==> config.mk <==
export PLATFORM = sky130hd
export DESIGN_NAME = sm4_word_driver
export DESIGN_NICKNAME = d
export VERILOG_FILES = /design/src/rtl/sm4_word_driver.sv
export SDC_FILE = /design/constraint.sdc
export NUM_CORES = 1
export LEC_CHECK = 0
export BUFFER_PORTS_ARGS = -buffer_cell sky130_fd_sc_hd__buf_4
export CAP_MARGIN = 30
export CORE_AREA = 2 2 233 235
export CTS_CLUSTER_DIAMETER = 60
export DETAILED_ROUTE_END_ITERATION = 16
export DIE_AREA = 0 0 235 237
export HOLD_SLACK_MARGIN = 0.03
export PLACE_DENSITY_LB_ADDON = 0.08
export SYNTH_ARGS = -nofsm -noshare
export SYNTH_HDL_FRONTEND = slang
export SYNTH_SLANG_ARGS = --single-unit
==> constraint.sdc <==
create_clock -name clk_i -period 2.7 [get_ports clk_i]
set_input_delay 0.54 -clock clk_i [delete_from_list [all_inputs] [get_ports clk_i]]
set_output_delay 0.54 -clock clk_i [all_outputs]
set_load 0.02 [all_outputs]
==> src/rtl/sm4_word_driver.sv <==
// SM4 word driver: packs a word stream into 128-bit blocks, issues them to the
// engine with key and mode, then drains the result back out as words.
// Ports:
//   clk_i, reset_i                  : clock, synchronous active-high reset
//   word_i/word_v_i/word_ready_o    : input word stream (valid/ready)
//   key_i, mode_i                   : block key and mode, taken with word 0
//   content_o/key_o/encode_or_decode_o/v_o/ready_i : engine request
//   crypt_i/crypt_v_i/yumi_o        : engine result, yumi_o consumes it
//   out_word_o/out_v_o/out_ready_i  : output word stream (valid/ready)
//   blocks_done_o                   : completed block counter (wraps)
module sm4_word_driver #(
    parameter int word_width_p = 32
) (
    input  logic                    clk_i,
    input  logic                    reset_i,
    input  logic [word_width_p-1:0] word_i,
    input  logic                    word_v_i,
    output logic                    word_ready_o,
    input  logic [127:0]            key_i,
    input  logic                    mode_i,
    output logic [127:0]            content_o,
    output logic [127:0]            key_o,
    output logic                    encode_or_decode_o,
    output logic                    v_o,
    input  logic                    ready_i,
    input  logic [127:0]            crypt_i,
    input  logic                    crypt_v_i,
    output logic                    yumi_o,
    output logic [word_width_p-1:0] out_word_o,
    output logic                    out_v_o,
    input  logic                    out_ready_i,
    output logic [15:0]             blocks_done_o
);

    localparam int group_size_p = 128;
    localparam int words_lp     = group_size_p / word_width_p;
    localparam int idx_w_lp     = (words_lp > 1) ? $clog2(words_lp) : 1;
    localparam logic [idx_w_lp-1:0] last_idx_lp = idx_w_lp'(words_lp - 1);

    typedef enum logic [1:0] {eFill, eIssue, eWait, eDrain} state_e;

    state_e                  state_r;
    logic [idx_w_lp-1:0]     fill_idx_r;
    logic [idx_w_lp-1:0]     drain_idx_r;
    logic [group_size_p-1:0] content_r;
    logic [group_size_p-1:0] key_r;
    logic [group_size_p-1:0] result_r;
    logic                    mode_r;
    logic [15:0]             blocks_done_r;

    logic word_xfer;
    logic req_xfer;
    logic out_xfer;

    // Handshake strobes are gated by reset so nothing is offered while held.
    assign word_ready_o = ~reset_i & (state_r == eFill);
    assign v_o          = ~reset_i & (state_r == eIssue);
    assign yumi_o       = ~reset_i & (state_r == eWait) & crypt_v_i;
    assign out_v_o      = ~reset_i & (state_r == eDrain);

    assign word_xfer = word_v_i & word_ready_o;
    assign req_xfer  = v_o & ready_i;
    assign out_xfer  = out_v_o & out_ready_i;

    assign content_o          = content_r;
    assign key_o              = key_r;
    assign encode_or_decode_o = mode_r;
    assign blocks_done_o      = blocks_done_r;

    // Result is sliced MSB-first; result_r is cleared on reset, so the
    // output word reads as zero after reset.
    assign out_word_o = result_r[group_size_p-1-int'(drain_idx_r)*word_width_p -: word_width_p];

    always_ff @(posedge clk_i) begin
        if (reset_i) begin
            state_r       <= eFill;
            fill_idx_r    <= '0;
            drain_idx_r   <= '0;
            content_r     <= '0;
            key_r         <= '0;
            result_r      <= '0;
            mode_r        <= 1'b0;
            blocks_done_r <= '0;
        end else begin
            unique case (state_r)
                eFill: begin
                    if (word_xfer) begin
                        content_r[group_size_p-1-int'(fill_idx_r)*word_width_p -: word_width_p] <= word_i;
                        if (fill_idx_r == '0) begin
                            key_r  <= key_i;
                            mode_r <= mode_i;
                        end
                        if (fill_idx_r == last_idx_lp) begin
                            fill_idx_r <= '0;
                            state_r    <= eIssue;
                        end else begin
                            fill_idx_r <= fill_idx_r + idx_w_lp'(1);
                        end
                    end
                end
                eIssue: begin
                    if (req_xfer) state_r <= eWait;
                end
                eWait: begin
                    if (yumi_o) begin
                        result_r <= crypt_i;
                        state_r  <= eDrain;
                    end
                end
                eDrain: begin
                    if (out_xfer) begin
                        if (drain_idx_r == last_idx_lp) begin
                            drain_idx_r   <= '0;
                            blocks_done_r <= blocks_done_r + 16'd1;
                            state_r       <= eFill;
                        end else begin
                            drain_idx_r <= drain_idx_r + idx_w_lp'(1);
                        end
                    end
                end
            endcase
        end
    end

endmodule

==> results of run 1 <==
## logic make-up (layout without fill, tap and decap cells)
kind of cell             after synthesis  after routing  synth area share [%]
buffers and inverters                159            730                  4.05
AO/OA/AOI/OAI                        412            412                  13.6
adder cells (fa/ha/maj)               11             11                 0.905
multiplexers                          32             32                  4.74
AND/OR/NAND/NOR                      844            844                  22.7
XOR/XNOR                               7              7                 0.403
flip-flops                           407            407                  53.6
other                                  0              1                     0
## registers in the layout, summed over array words and instances (netlist names)
name                cells
state_r                 2
result_r              128
key_o                 128
drain_idx_r             2
fill_idx_r              2
blocks_done_o          16
content_o             128
encode_or_decode_o      1
## cell usage after synthesis (7+ instances only)
| library cell | n |
|---|---|
| sky130_fd_sc_hd__nand2_1 | 659 |
| sky130_fd_sc_hd__dfxtp_1 | 407 |
| sky130_fd_sc_hd__a21oi_1 | 399 |
| sky130_fd_sc_hd__clkbuf_1 | 135 |
| sky130_fd_sc_hd__nand3_1 | 134 |
| sky130_fd_sc_hd__mux4_2 | 32 |
| sky130_fd_sc_hd__buf_2 | 15 |
| sky130_fd_sc_hd__nor2_1 | 14 |
| sky130_fd_sc_hd__ha_1 | 11 |
| sky130_fd_sc_hd__or3_1 | 8 |
| sky130_fd_sc_hd__o21ai_1 | 7 |
## metal layers
| layer | track usage [%] | share of wire [%] |
|---|---|---|
| met5 | 0 | 0.057 |
| met4 | 4.91 | 1.9 |
| met3 | 7.17 | 8.2 |
| met2 | 32.9 | 48 |
| met1 | 24.9 | 42 |
## layout make-up
| class | count | share of cell area [%] |
|---|---|---|
| diodes | 1 | 0.0113 |
| clock buffers | 77 | 7.00 |
| clock inverters | 15 | 0.936 |
| inverters | 6 | 0.101 |
| multi-input cells | 1306 | 29.2 |
| flip-flops and latches | 407 | 36.7 |
| well taps | 696 | 3.92 |
| repair buffers | 632 | 22.1 |
## worst max-delay path: cells and delay by family (launching register included)
family | cells | cell delay, ns
muxes | 1 | 0.57
buffers and inverters | 2 | 0.52
DFF | 1 | 0.33
## report_power, final
| part | switching (uW) | internal [uW] | leakage [uW] | total (uW) |
|---|---|---|---|---|
| clock network | 2670 | 4340 | 0.000876 | 7010 |
| registers | 153 | 6280 | 0.00329 | 6440 |
| logic | 1430 | 928 | 0.00464 | 2360 |
## how the worst max path moves through the flow
stage                         from  slack, ns           endpoint
finish              drain_idx_r[1]       0.14     out_word_o[31]
global route        drain_idx_r[0]       0.04     out_word_o[27]
CTS                 drain_idx_r[0]       0.06     out_word_o[27]
detailed placement         reset_i       0.46  blocks_done_o[10]
global placement           reset_i       0.49  blocks_done_o[10]
floorplan           drain_idx_r[0]       0.59     out_word_o[10]
## stage by stage
stage	area [um^2]	util (%)	power (uW)
2_1_floorplan	15200	-	7710
3_3_place_gp	20400	38.3	8920
3_5_place_dp	20400	38.3	8950
4_1_cts	22200	41.6	16100
5_1_grt	22200	41.6	16500
6_report	22200	41.6	15800
==> Flow_metrics.wiki, run 1 <==
{| class="wikitable"
! Metric !! Value
|-
| I/O pin cnt || 604
|-
| Hold Fails Final Rpt || 0
|-
| Mean instance size in the synthesized netlist || 8.12 um^2
|-
| Result of the run || completed
|-
| Nets || 2709
|-
| Sequential area share after synthesis || 53.6%
|-
| Clock buffers created by TritonCTS || 50
|-
| Worst setup EP type || primary output
|-
| Total of buffers placed on input and output ports || 603
|-
| End of the worst hold path || result_r[71]
|-
| Depth of the worst register-to-register path || 5
|-
| Router iterations before antenna repair || 5
|-
| Final hold slack || 0.194 ns
|-
| Hold buffer count at CTS || 0
|-
| Critical path data required time || 2.16 ns
|-
| First-pass GRT wire length || 87400 um
|-
| CP cell instances || buf_6, mux4_2, buf_4
|-
| Post-synthesis cell area || 0.0152 mm^2
|-
| CTS root buf || sky130_fd_sc_hd__clkbuf_16
|-
| Largest net degree at the start of global routing || 181
|-
| Vias in the first global route || 13872
|-
| Max incr delay on CP || 0.57 ns
|-
| Buffer levels on the longest clock path || 3
|-
| Total power divided by cell area || 712 mW/mm^2
|-
| Synth Flop Type || sky130_fd_sc_hd__dfxtp_1
|-
| Number of fill cells in the layout || 5517
|-
| Max-Slew Margin vs Limit || 32.9%
|-
| Final setup margin || 0.144 ns
|-
| DRC marker count from the first detailed-route iteration || 866
|-
| WHS Path Cells || 3
|-
| Starting density of the core || 28.5%
|-
| Commonest cells after routing, fill and taps aside || sky130_fd_sc_hd__nand2_1, sky130_fd_sc_hd__buf_4, sky130_fd_sc_hd__dfxtp_1
|-
| Net count after synthesis || 2178
|-
| Number of enable flip-flop cells after synthesis || 0
|-
| Area taken by flip-flops and latches || 0.00815 mm^2
|-
| Overall global routing resource usage || 20.0%
|-
| Number of cells after detailed placement || 3047
|-
| Critical register-to-register path startpoint || state_r[0]
|-
| VDD IR-drop max || 0.509 mV
|-
| Synthesized instance count || 1872
|-
| Lkg Pwr || 0.00881 uW
|-
| Number of failing setup endpoints in the final timing report || 0
|-
| Area overhead of the layout relative to synthesis || 45.9%
|-
| Estimated wirelength of the detail-placed design || 40700 um
|-
| Max cap viols || 0
|-
| Ratio of cells with drive above 1 in the final layout || 31.2%
|-
| Worst min-delay path startpoint || crypt_i[71]
|-
| Warnings from Yosys || 0
|-
| H-tree lvl count || 2
|-
| Share of the synthesized area in the top cell type || 53.6%
|-
| Transition time at the pin with the least slew margin || 1.01 ns
|-
| Cell type of the slowest stage on the worst timing path || sky130_fd_sc_hd__mux4_2
|-
| Clock skew || 0.0203 ns
|-
| Via Count || 14698
|-
| Startpoint-to-endpoint class of the critical path || reg2out
|-
| Post-detailed-route via-to-cell ratio || 4.68
|-
| Initial antenna violation count || 3
|-
| Number of cells in the finished layout apart from fillers || 3140
|-
| Average detailed-routed wire length per instance || 18.6 um
|-
| Insertion delay to the later sink of the worst-skew pair || 0.58 ns
|-
| Post-route ant nets || 0
|-
| Proportion of register bits with asynchronous set or reset after synthesis || 0%
|-
| Synthesized flop and latch total || 407
|-
| Clock slew seen by the registers of the worst setup and hold paths || 0.06 ns
|-
| Type of the tightest min-delay check || in2reg
|-
| Fmax || 391 MHz
|-
| Post-cts sizing count || 1
|-
| Post-CTS Setup Repair Bufs || 0
|-
| Die Wd || 235 um
|-
| Vertical die dimension || 237 um
|-
| Reg-to-reg slack, setup || 0.45 ns
|-
| Pre-CTS WS || 0.458 ns
|-
| Clock net sink count || 407
|-
| Cell variety after synth || 34
|-
| Summed negative setup slack over all endpoints || 0 ns
|-
| GRT Residual Overflow || 0
|-
| Portion of the clock cycle consumed by the worst path in the final layout || 94.6%
|-
| Floorplan die area || 0.0557 mm^2
|-
| TritonCTS clock tree || built
|-
| Final WL || 58300 um
|-
| Most common cell after layout, fill and taps aside || sky130_fd_sc_hd__nand2_1
|-
| Area of the core || 0.0533 mm^2
|-
| Data arrival, critical path || 2.02 ns
|-
| Setup repair after global routing missed its margin || false
|-
| Endpoint of the worst register-to-register path || blocks_done_o[14]
|-
| Number of remaining DRC errors || 0
|-
| Final worst path period need || 2.56 ns
|-
| Final number of max-transition violations || 0
|-
| Area leader, netlist || sky130_fd_sc_hd__dfxtp_1
|-
| Synth area leaders || sky130_fd_sc_hd__dfxtp_1, sky130_fd_sc_hd__nand2_1, sky130_fd_sc_hd__a21oi_1
|-
| Weighted congestion at the end of routability-driven global placement || 0.821
|-
| Area of combinational cells with multiple inputs || 0.00648 mm^2
|-
| Critical-path maximum fanout || 33
|-
| # rows || 85
|-
| Critical Path Start Type || register
|}
Note: power is estimated with default switching activity, not from simulation.
==> run 2: changes to the inputs <==
--- a/config.mk
+++ b/config.mk
@@ -5,12 +5,13 @@
 export SDC_FILE = /design/constraint.sdc
 export NUM_CORES = 1
 export LEC_CHECK = 0
+export ABC_AREA = 1
 export BUFFER_PORTS_ARGS = -buffer_cell sky130_fd_sc_hd__buf_4
 export CAP_MARGIN = 30
-export CORE_AREA = 2 2 233 235
+export CORE_AREA = 2 2 237 239
 export CTS_CLUSTER_DIAMETER = 60
 export DETAILED_ROUTE_END_ITERATION = 16
-export DIE_AREA = 0 0 235 237
+export DIE_AREA = 0 0 239 241
 export HOLD_SLACK_MARGIN = 0.03
 export PLACE_DENSITY_LB_ADDON = 0.08
 export SYNTH_ARGS = -nofsm -noshare
==> constraint.sdc (replaced) <==
create_clock -name clk_i -period 2.2 [get_ports clk_i]
set_input_delay 0.44 -clock clk_i [delete_from_list [all_inputs] [get_ports clk_i]]
set_output_delay 0.44 -clock clk_i [all_outputs]
set_load 0.02 [all_outputs]
==> run 2 against run 1 <==
Largest power group unchanged. Cell area grew 7.1%. Core utilization grew 1.6 points. Worst setup slack lost 0.14 ns. Register-to-register slack lost 0.24 ns. First-iteration DRC count grew 32%. Critical path type unchanged. Die area grew 3.4%.
==> Flow_metrics.wiki, run 2 <==
{| class="wikitable"
! Metric !! Value
|-
| Max cap viols || 0
|-
| I/O pin cnt || 604
|-
| Clock skew || 0.0143 ns
|-
| Total power divided by cell area || 788 mW/mm^2
|-
| Synthesized instance count || 2222
|-
| Portion of the clock cycle consumed by the worst path in the final layout || 100%
|-
| Nets || 3065
|-
| Mean instance size in the synthesized netlist || 7.30 um^2
|-
| Synthesized flop and latch total || 407
|-
| Share of the synthesized area in the top cell type || 50.2%
|-
| Transition time at the pin with the least slew margin || 0.930 ns
|-
| GRT Residual Overflow || 0
|-
| Synth area leaders || sky130_fd_sc_hd__dfxtp_1, sky130_fd_sc_hd__nand2_1, sky130_fd_sc_hd__a21oi_1
|-
| Via Count || 17093
|-
| Final number of max-transition violations || 0
|-
| Number of fill cells in the layout || 5776
|-
| DRC marker count from the first detailed-route iteration || 1140
|-
| Most common cell in the synthesized netlist || sky130_fd_sc_hd__nand2_1
|-
| Hold Fails Final Rpt || 0
|-
| # rows || 86
|-
| Number of failing setup endpoints in the final timing report || 0
|-
| Sequential area share after synthesis || 50.2%
|-
| Startpoint-to-endpoint class of the critical path || reg2out
|-
| Buffer levels on the longest clock path || 3
|-
| Area of the core || 0.0549 mm^2
|-
| Insertion delay to the later sink of the worst-skew pair || 0.59 ns
|-
| Final worst path period need || 2.20 ns
|-
| Cell type of the slowest stage on the worst timing path || sky130_fd_sc_hd__dfxtp_4
|-
| Critical Path Start Type || register
|-
| Router iterations before antenna repair || 5
|-
| Vertical die dimension || 241 um
|-
| Area taken by flip-flops and latches || 0.00816 mm^2
|-
| Number of enable flip-flop cells after synthesis || 0
|-
| Floorplan die area || 0.0576 mm^2
|-
| VDD IR-drop max || 0.608 mV
|-
| Estimated wirelength of the detail-placed design || 47200 um
|-
| Fmax || 455 MHz
|-
| Worst setup EP type || primary output
|-
| Total of buffers placed on input and output ports || 603
|-
| Largest net degree at the start of global routing || 157
|-
| Clock buffers created by TritonCTS || 51
|-
| Starting density of the core || 29.6%
|-
| TritonCTS clock tree || built
|-
| Average detailed-routed wire length per instance || 19.8 um
|-
| Type of the tightest min-delay check || in2reg
|-
| Area of combinational cells with multiple inputs || 0.00716 mm^2
|-
| Summed negative setup slack over all endpoints || 0 ns
|-
| Max-Slew Margin vs Limit || 38.0%
|-
| Cell variety after synth || 27
|-
| Post-route ant nets || 0
|-
| Overall global routing resource usage || 22.3%
|-
| Vias in the first global route || 16163
|-
| Proportion of register bits with asynchronous set or reset after synthesis || 0%
|-
| CTS root buf || sky130_fd_sc_hd__clkbuf_16
|-
| First-pass GRT wire length || 99300 um
|-
| Setup repair after global routing missed its margin || true
|-
| Post-route core utilization || 43.3%
|-
| Clock slew seen by the registers of the worst setup and hold paths || 0.06 ns
|-
| Die Wd || 239 um
|-
| Warnings from Yosys || 0
|-
| Number of cells after detailed placement || 3396
|-
| Ratio of cells with drive above 1 in the final layout || 28.6%
|-
| Area leader, netlist || sky130_fd_sc_hd__dfxtp_1
|-
| Number of cells in the finished layout apart from fillers || 3507
|-
| Data arrival, critical path || 1.76 ns
|-
| Post-detailed-route via-to-cell ratio || 4.87
|-
| Commonest cells after routing, fill and taps aside || sky130_fd_sc_hd__nand2_1, sky130_fd_sc_hd__buf_4, sky130_fd_sc_hd__dfxtp_1
|-
| Weighted congestion at the end of routability-driven global placement || 0.812
|-
| Max incr delay on CP || 0.42 ns
|-
| Clock net sink count || 407
|-
| Most common cell after layout, fill and taps aside || sky130_fd_sc_hd__nand2_1
|-
| Post-synthesis cell area || 0.0162 mm^2
|-
| Critical-path maximum fanout || 10
|-
| CP cell instances || buf_6, clkbuf_16, nor2_1, o22ai_1, buf_4
|-
| Result of the run || completed
|-
| Final WL || 69300 um
|-
| Lkg Pwr || 0.00985 uW
|-
| Number of remaining DRC errors || 0
|-
| H-tree lvl count || 2
|-
| Leading post-synthesis cells by instance count || sky130_fd_sc_hd__nand2_1, sky130_fd_sc_hd__dfxtp_1, sky130_fd_sc_hd__a21oi_1, sky130_fd_sc_hd__nor2_1, sky130_fd_sc_hd__clkbuf_1
|-
| Synth Flop Type || sky130_fd_sc_hd__dfxtp_1
|-
| Area overhead of the layout relative to synthesis || 46.5%
|-
| Net count after synthesis || 2528
|-
| Initial antenna violation count || 9
|-
| Critical path data required time || 1.76 ns
|}
[run 2: path summary, 6_finish.rpt]
kind / depth (start not counted) / slack, ns / to / start
max reg2reg: 11 / 0.21 / key_o[28] / state_r[0]
min: 3 / 0.08 / result_r[69] / crypt_i[69]
min reg2reg: 2 / 0.46 / content_o[30] / content_o[30]
max: 5 / 0.0005 / out_word_o[9] / drain_idx_r[0]
[run 2: layout make-up]
class                      count  area share [%]
timing repair buffer         665            23.1
inverter                      76            1.27
clock buffer                  75            6.44
clock inverter                19           0.995
antenna                        3          0.0316
sequential                   407            34.3
tap                          704            3.71
multi-input combinational   1558            30.1
[run 2: cells by family (layout without fill, tap and decap cells)]
kind of cell,count (synthesis),in the layout,synth area share [%]
xor gates and xnor gates,1,1,0.0540
other,0,3,0
DFF,407,407,50.2
buffers and inverters,257,835,6.75
adders and majority gates,11,11,0.849
AOI/OAI and AO/OA,510,510,16.0
and+or+nand+nor,1036,1036,26.1
[run 2: what timing repair did]
item / CTS / global route
gates cloned: 4 / 6
setup buffers: 4 / 0
hold endpoints to repair: 0 / 0
hold buffers: 0 / 0
pin swaps: 10 / 7
resized for setup: 64 / 28
endpoints found under the setup margin: 33 / 76
[run 2: metal layers]
metal / up-vias / routed length, um / track usage, %
li1: 8409 / - / -
met1: 8061 / 27500 / 26.2
met2: 513 / 34600 / 39.0
met3: 98 / 5690 / 7.13
met4: 12 / 1410 / 5.98
met5: - / 83 / 0
[run 2: metrics by stage]
stage                     worst slack, ns  hold slack (ns)  power, uW  cell area, um^2
after floorplan                     0.367            0.430       8950            16200
after global placement              0.202            0.449      10000            21400
after detailed placement            0.157            0.449      10100            21400
after CTS                         -0.0575           0.0438      18900            23500
after global routing              -0.0758           0.0544      19400            23800
final                            0.000465           0.0804      18700            23800
[run 2: power breakdown]
group          total, uW  leakage [uW]  switching, uW  internal (uW)
combinational       2250       0.00568           1340            913
clock               8770      0.000876           3380           5390
sequential          7700       0.00329            116           7590
[run 2: worst max-delay path, delay by kind of cell (launching register included)]
kind | cells | cell delay, ns
compound gates | 1 | 0.17
simple gates | 1 | 0.05
flops | 1 | 0.42
buf+inv | 3 | 0.53
==> run 3: changes to the inputs <==
--- a/config.mk
+++ b/config.mk
@@ -13,6 +13,7 @@
 export DETAILED_ROUTE_END_ITERATION = 16
 export DIE_AREA = 0 0 239 241
 export HOLD_SLACK_MARGIN = 0.03
+export MAX_ROUTING_LAYER = met4
 export PLACE_DENSITY_LB_ADDON = 0.08
 export SYNTH_ARGS = -nofsm -noshare
 export SYNTH_HDL_FRONTEND = slang
==> run 3 against run 2 <==
Via count is 0.20% higher. Combinational power hardly changed. Clock skew hardly changed. Critical path depth stayed put. Core utilization hardly changed. Routed wire length hardly changed. Maximum frequency hardly changed. Final cell count is 0.17% higher. Largest power group unchanged.
==> Flow_metrics.wiki, run 3 (synthesis gave the netlist of run 2 again) <==
{| class="wikitable"
! Metric !! Value
|-
| Ratio of cells with drive above 1 in the final layout || 28.6%
|-
| Internal power of the cells || 13900 uW
|-
| Post-route ant nets || 0
|-
| Lkg Pwr || 0.00984 uW
|-
| Vertical die dimension || 241 um
|-
| Summed negative setup slack over all endpoints || 0 ns
|-
| Clock skew || 0.0145 ns
|-
| Worst setup EP type || primary output
|-
| Most common cell after layout, fill and taps aside || sky130_fd_sc_hd__nand2_1
|-
| Estimated wirelength of the detail-placed design || 47200 um
|-
| Reported net switching power || 4830 uW
|-
| # rows || 86
|-
| Type of the tightest min-delay check || in2reg
|-
| Starting density of the core || 29.6%
|-
| Pre-CTS WS || 0.157 ns
|-
| Critical-path maximum fanout || 19
|-
| Number of failing setup endpoints in the final timing report || 0
|-
| DRC marker count from the first detailed-route iteration || 1155
|-
| Overall global routing resource usage || 23.0%
|-
| Max-Slew Margin vs Limit || 34.9%
|-
| Proportion of total power due to net switching || 25.8%
|-
| Vias in the first global route || 16161
|-
| Area of the core || 0.0549 mm^2
|-
| Max cap viols || 0
|-
| Nets || 3065
|-
| Fraction of power consumed by sequential logic || 41.1%
|-
| Hold buffer count at CTS || 0
|-
| Startpoint-to-endpoint class of the critical path || reg2out
|-
| Critical Path Start Type || register
|-
| Die Wd || 239 um
|-
| Total power divided by cell area || 788 mW/mm^2
|-
| Post-detailed-route via-to-cell ratio || 4.88
|-
| Result of the run || completed
|-
| Data arrival, critical path || 1.76 ns
|-
| I/O pin cnt || 604
|-
| Weighted congestion at the end of routability-driven global placement || 0.824
|-
| Transition time at the pin with the least slew margin || 0.977 ns
|-
| Share of total power in combinational logic || 12.0%
|-
| Total of buffers placed on input and output ports || 603
|-
| First-pass GRT wire length || 99300 um
|-
| Clock buffers created by TritonCTS || 51
|-
| Number of fill cells in the layout || 5777
|-
| TritonCTS clock tree || built
|-
| Via Count || 17128
|-
| Setup repair after global routing missed its margin || true
|-
| Clock slew seen by the registers of the worst setup and hold paths || 0.05 ns
|-
| Clock share of power || 46.8%
|-
| GRT Residual Overflow || 0
|-
| Final number of max-transition violations || 0
|-
| Buffer levels on the longest clock path || 3
|-
| CTS root buf || sky130_fd_sc_hd__clkbuf_16
|-
| Clock net sink count || 407
|-
| Insertion delay to the later sink of the worst-skew pair || 0.58 ns
|-
| Fmax || 455 MHz
|-
| Router iterations before antenna repair || 5
|-
| Hold Fails Final Rpt || 0
|-
| Portion of the clock cycle consumed by the worst path in the final layout || 99.9%
|-
| Final setup margin || 0.00265 ns
|-
| Critical path data required time || 1.76 ns
|-
| Final worst path period need || 2.20 ns
|-
| Largest net degree at the start of global routing || 157
|-
| Initial antenna violation count || 9
|-
| Floorplan die area || 0.0576 mm^2
|-
| Average detailed-routed wire length per instance || 19.7 um
|-
| Final WL || 69400 um
|-
| Area overhead of the layout relative to synthesis || 46.5%
|-
| VDD IR-drop max || 0.605 mV
|-
| Commonest cells after routing, fill and taps aside || sky130_fd_sc_hd__nand2_1, sky130_fd_sc_hd__buf_4, sky130_fd_sc_hd__dfxtp_1
|-
| Number of remaining DRC errors || 0
|-
| H-tree lvl count || 2
|}
[run 3: through the flow]
step                      instance area, um^2  hold WS, ns  std cells  util (%)  power, uW
after floorplan                         16200        0.430       2222         -       8950
after global placement                  21400        0.449       3394      39.0      10000
after detailed placement                21400        0.449       3396      39.1      10100
after CTS                               23500       0.0438       3498      42.9      18900
after global routing                    23800       0.0544       3513      43.3      19400
final                                   23800       0.0826       3513      43.3      18700
[run 3: timing repair]
| action | in CTS | in global routing |
|---|---|---|
| setup buffers | 4 | 0 |
| pin swaps | 10 | 8 |
| gates resized for setup | 64 | 26 |
| setup endpoints to repair | 33 | 76 |
| cloned | 4 | 6 |
[run 3: final timing paths]
check,from,to,slack (ns),depth (start not counted)
worst max-delay path,drain_idx_r[1],out_word_o[6],0.003,5
worst min register to register,content_o[30],content_o[30],0.46,2
worst min-delay path,crypt_i[69],result_r[69],0.08,3
worst max register to register,state_r[1],key_o[28],0.21,11
[run 3: layout make-up]
type                    count  area, um^2  area share [%]
multi-input cells        1558        7160            30.1
inverters                  76         302            1.27
clock inverters            19         236           0.996
diodes                      9        22.5          0.0948
flip-flops and latches    407        8160            34.3
clock buffers              75        1530            6.44
repair buffers            665        5470            23.0
well taps                 704         881            3.71
[run 3: metal layers]
| metal | routed length, um | up-vias | global-route usage (%) | share of wire, % |
|---|---|---|---|---|
| li1 | - | 8421 | - | - |
| met1 | 27500 | 8087 | 26.2 | 40 |
| met2 | 34700 | 535 | 39.0 | 50 |
| met3 | 5880 | 85 | 7.00 | 8.5 |
| met4 | 1260 | 0 | 6.04 | 1.8 |
| met5 | 0 | - | - | 0 |
[run 3: critical path, stage by stage, from the launching register on]
cell and delay (ns):
sky130_fd_sc_hd__dfxtp_2 0.35, sky130_fd_sc_hd__inv_4 0.10, sky130_fd_sc_hd__buf_12 0.20, sky130_fd_sc_hd__o21ai_1 0.15
sky130_fd_sc_hd__o22ai_2 0.22, sky130_fd_sc_hd__buf_6 0.16
[run 3: power by group through the flow]
stage / Combinational, uW / Clock (uW) / Sequential (uW)
2_1_floorplan: 898 / 0 / 8050
5_1_grt: 2430 / 9280 / 7720
4_1_cts: 2220 / 8980 / 7700
6_report: 2260 / 8770 / 7700
3_3_place_gp: 2180 / 0 / 7850
3_5_place_dp: 2210 / 0 / 7860
